--- config.mk ---
export PLATFORM = sky130hd
export DESIGN_NAME = contador_n
export DESIGN_NICKNAME = d
export VERILOG_FILES = /design/src/rtl/contador_n.sv
export SDC_FILE = /design/constraint.sdc
export NUM_CORES = 1
export LEC_CHECK = 0
export ABC_AREA = 1
export CAP_MARGIN = 20
export CORE_AREA = 5 5 42 44
export CTS_CLUSTER_DIAMETER = 50
export DETAILED_ROUTE_END_ITERATION = 12
export DIE_AREA = 0 0 47 49
export GPL_TIMING_DRIVEN = 0
export PLACE_DENSITY = 0.56
export SLEW_MARGIN = 20
export SYNTH_ARGS = -nofsm -noshare
export SYNTH_HDL_FRONTEND = slang
export SYNTH_SLANG_ARGS = --single-unit
export TNS_END_PERCENT = 100
--- constraint.sdc ---
create_clock -name CLK -period 1.2 [get_ports CLK]
set_input_delay 0.12 -clock CLK [delete_from_list [all_inputs] [get_ports CLK]]
set_output_delay 0.12 -clock CLK [all_outputs]
set_load 0.005 [all_outputs]
--- src/rtl/contador_n.sv ---
// rtl/contador_n.sv - WIDTH-bit up/down/step/load counter with registered wrap flag
module contador_n #(
    parameter int WIDTH = 4,
    parameter int STEP  = 3
) (
    input  logic             CLK,
    input  logic             RESET_L,
    input  logic             ENB,
    input  logic [1:0]       MODO,
    input  logic [WIDTH-1:0] D,
    output logic [WIDTH-1:0] Q,
    output logic             RCO
);

    // Operands widened by one bit so the top bit of the result carries the carry/borrow.
    localparam logic [WIDTH:0] LP_ONE  = (WIDTH+1)'(1);
    localparam logic [WIDTH:0] LP_STEP = (WIDTH+1)'(STEP);

    logic [WIDTH-1:0] r_q;
    logic             r_rco;
    logic [WIDTH:0]   w_ext;
    logic [WIDTH:0]   w_next;
    logic             w_wrap;

    // Next count and wrap flag, derived only from the current count (load never wraps).
    always_comb begin
        w_ext  = {1'b0, r_q};
        w_next = w_ext;
        case (MODO)
            2'b00:   w_next = w_ext + LP_ONE;
            2'b01:   w_next = w_ext - LP_ONE;
            2'b10:   w_next = w_ext - LP_STEP;
            default: w_next = {1'b0, D};
        endcase
        w_wrap = w_next[WIDTH];
    end

    // Count and wrap flag update together on enabled edges; hold otherwise.
    always_ff @(posedge CLK or negedge RESET_L) begin
        if (!RESET_L) begin
            r_q   <= '0;
            r_rco <= 1'b0;
        end else if (ENB) begin
            r_q   <= w_next[WIDTH-1:0];
            r_rco <= w_wrap;
        end
    end

    assign Q   = r_q;
    assign RCO = r_rco;

endmodule

=== Word-level counts from Yosys, hierarchy flattened ===
Index checks and enable logic that the tools add are counted.

* $add $sub $neg: 3
* Equal/unequal tests: 2
* Muxes and demuxes: 1
* Reductions and logical operators: 1

{| class="wikitable"
|+ Operator list
! operator !! number
|-
| case mux 5 bit (3 select lines) || 1
|-
| adder 4 x 1 -> 5 bit, second input constant || 1
|-
| subtractor 4 x 1 -> 5 bit, second input constant || 1
|-
| subtractor 4 x 2 -> 5 bit, second input constant || 1
|-
| equality test 2 x 1 -> 1 bit, second input constant || 1
|-
| equality test 2 bit, second input constant || 1
|-
| logical NOT 2 bit || 1
|}

* Bits in registers: 5
* Input bits: 9
* Output and inout bits: 5
* Logic and storage cells: 9

=== Depth between registers and ports, before layout ===
* Word-level depth: 2
* Depth in mapped cells: 10
* Mapped depth without buffers: 10

=== Worst setup path before layout ===
OpenSTA, ideal clock, no wires.

* Path type: flip-flop to flip-flop
* Start point: reg r_q[0], in the netlist Q[0]
* End point: reg r_rco, in the netlist RCO
* Library setup time: 122 ps
* Arrival: 1165 ps
* Required time: 1078 ps
* Path slack: -88 ps
* Cell stages (with the launch flop): 6
* Buffers on the path: 0
* Clock period less this slack: 1288 ps
* Cells stage by stage: dfrtp_1 fa_1 nand3_1 nand3_1 nand2_1 o21ai_1

* Longest elaborated chain between the ends: 2
* Elaborated cells between the ends (all ways): 4
* Those cells by class: add/sub (3); mux (1)

{| class="wikitable"
|+ Ends and longest elaborated chain
! element !! RTL line !! source
|-
| start, declared || 19 || <nowiki>logic [WIDTH-1:0] r_q;</nowiki>
|-
| start signal, assigned || 44 || <nowiki>r_q <= w_next[WIDTH-1:0];</nowiki>
|-
| subtractor 4 x 2 -> 5 bit (tied with other cells) || 32 || <nowiki>2'b10: w_next = w_ext - LP_STEP;</nowiki>
|-
| case mux 5 bit (3 select lines) (*) || 29 || <nowiki>case (MODO)</nowiki>
|-
| end signal, assigned || 45 || <nowiki>r_rco <= w_wrap;</nowiki>
|-
| end, declared || 20 || <nowiki>logic r_rco;</nowiki>
|}

Every way passes the cells marked *; elsewhere a longest branch is shown, timed or not.
A chain may end at the register's enable or synchronous reset.

=== Final worst setup path ===
* Start point: reg r_q[1], in the netlist Q[1]
* End point: reg r_rco, in the netlist RCO

The elaborated chain is that of the path after synthesis.

==> metrics.yaml <==
route:
  drt-initial-drc-count: 3
  via_per_inst: 4.483
  postRouteAntennaNets: 0
  wl_mm: 1.003
  firstDrtPassIters: 2
  drc: 0
  wl_per_cell_um: 11.53
  vias: 390
worst_setup_path:
  worst_ep_arrival_time_ps: 1370
  endpoint_kind: "flip-flop"
  setup.worst_path.class: "reg -> reg"
  rr_worst_depth: 5
  crit_end: "RCO"
  crit_start: "Q[1]"
  worstReg2RegStart: "Q[1]"
  startpoint_type: "flip-flop"
  r2r-end: "RCO"
  cp.required_ps: 1310
  path_max_fanout: 4
  rrSetupSlack_ps: -50
yosys:
  synth_area_leaders: "dfrtp_1 32%, ha_1 16%, nand2_1 9.6%"
  yosysWarnings: 0
  ys_ff_latch: 5
  ys_seq_area_frac: 0.3215
  yosys.area_share.simple: 0.2186
  syn_inst: 51
  synthAdderAreaFrac: 0.2122
  ys_types: 14
  synth-compound-area-share: 0.1801
  syn_nets: 66
  avgSynthCellArea_um2: 7.630
  syn_area_um2: 389.1
  synth-xor-area-share: 0
  netlist.area_leader.share: 0.3215
  yosysTopAreaCell: "dfrtp_1"
  synthMuxAreaShare: 0
  synth_top_family_by_area: "simple AND/OR/NAND/NOR gates"
timing:
  setup_ws_ps: -52.69
  tightestPinTransition_ps: 230.8
  drv_slew: 0
  slew_headroom: 0.8461
  hold_ws_ps: 105.4
  post-route-period-util: 1.044
  fin_skew_ps: 0.4379
  max_clock_freq_ghz: 0.7983
  setup_tns_ps: -176.1
  setup-violations-final: 4
  hold_violations: 0
  min_period_ps: 1253
  rsz0062_at_grt: "yes"
floorplan:
  die_w_um: 47
  die_area_um2: 2303
  rows: 14
  io_pins: 14
  floorplan.initialDensity: 0.2777
  coreArea_um2: 1401
  fp.dieH_um: 49
power:
  power_mw: 0.9677
  p_leak_nw: 0.3024
  p_per_area_nw_per_um2: 1490
  peakVddDrop_mv: 0.7572
layout:
  drive_gt1_frac: 0.3380
  antenna_cells: 0
  final.fill_count: 155
  syn_to_final_growth_pct: 66.88
  num-nets-final: 87
grt:
  antenna_found_initial: 0
  grt_max_degree: 7
  gr-total-overflow: 0
  grt.total_usage: 0.1026
  grt_pass1_wl_mm: 1.731
  grt_pass1_vias: 420
clock_network:
  holdBufCountCts: 0
  cts_buffers: 3
  root_buffer: "clkbuf_4"
  clock_latency_ps: 230
  cts_buffer_depth: 2
  cts_sinks: 5
  cts_tree: "yes"
  clk_pin_slew_ps: 40
  cts_max_level: 1
placed_design:
  pre_cts_slack_ps: -628.6
  gp_congestion: 0.7313
  port_buffers: 13
  post-dp-hpwl_um: 793.5
status:
  status: "complete, but fails checks"
  violations: "negative setup slack"
flow_run:
  max_cap_viol_count: 0
min_path:
  hp-class: "in -> async"
metrics by stage:
stage	instances	utilization	area (µm²)
after global routing	87	0.4634	649.4
final	87	0.4634	649.4
after detailed placement	80	0.4080	571.8
after CTS	86	0.4473	626.9
after floorplan	51	-	421.7
after global placement	80	0.4080	571.8
sequential cells by signal, summed over array words and instances, names as in the netlist:
signal / count
RCO: 1
Q: 4
synthesized netlist by cell type, drive strengths merged:
| cell type | instances |
|---|---|
| a21oi | 6 |
| a22oi | 1 |
| dfrtp | 5 |
| fa | 1 |
| ha | 5 |
| inv | 7 |
| nand2 | 10 |
| nand3 | 6 |
| nor2 | 4 |
| o21a | 1 |
| o21ai | 5 |
layout by cell type, fill, tap and decap left out, drive strengths merged, types with 3 or more instances in the layout:
cell	n
nor2	4
buf	3
inv	7
nand2	10
dfrtp	5
nand3	6
o21ai	5
a21oi	6
clkbuf	6
ha	5
clkdlybuf4s50	6
dlygate4sd2	4
power breakdown:
| group | internal, mW | switching (mW) |
|---|---|---|
| logic | 0.283 | 0.238 |
| clock network | 0.125 | 0.0583 |
| registers | 0.215 | 0.0491 |
layout make-up:
cell class,instances,area [µm²],share of cell area
multi-input cells,39,309.0,0.4759
flip-flops and latches,5,127.6,0.1965
repair buffers,16,140.1,0.2158
clock buffers,4,26.28,0.04046
inverters,7,26.28,0.04046
well taps,16,20.02,0.03083
logic make-up (layout without fill, tap and decap cells):
| group | count (synthesis) | after routing |
|---|---|---|
| adder cells (fa/ha/maj) | 6 | 6 |
| flip-flops | 5 | 5 |
| buffers and inverters | 7 | 27 |
| AND/OR/NAND/NOR | 20 | 20 |
| AO/OA/AOI/OAI | 13 | 13 |
worst max-delay path, stage by stage (launching register included):
cell	delay, ps
dfrtp_2	430
fa_2	400
nand3_2	100
nand3_1	80
nand2_1	60
o21ai_1	60
worst min-delay path by stage:
stage	to	cells after the start
final	Q[3]	1
after global routing	Q[3]	1
after detailed placement	Q[3]	1
after global placement	RCO	1
after floorplan	Q[0]	0
after CTS	Q[3]	1
per-layer routing:
layer | vias to the layer above | wire length, µm | GRT usage
li1 | 213 | - | -
met2 | 6 | 549 | 0.1697
met5 | - | 0 | 0
met1 | 171 | 425 | 0.1094
met4 | 0 | 0 | 0.05530
met3 | 0 | 28 | 0.03321
timing repair:
item                                    4_1_cts  5_1_grt
endpoints found under the setup margin        8        5
pin swaps                                     4        6
buffers inserted                              2        2
resized for setup                            13        9
Power figures use the tool's default switching activity.
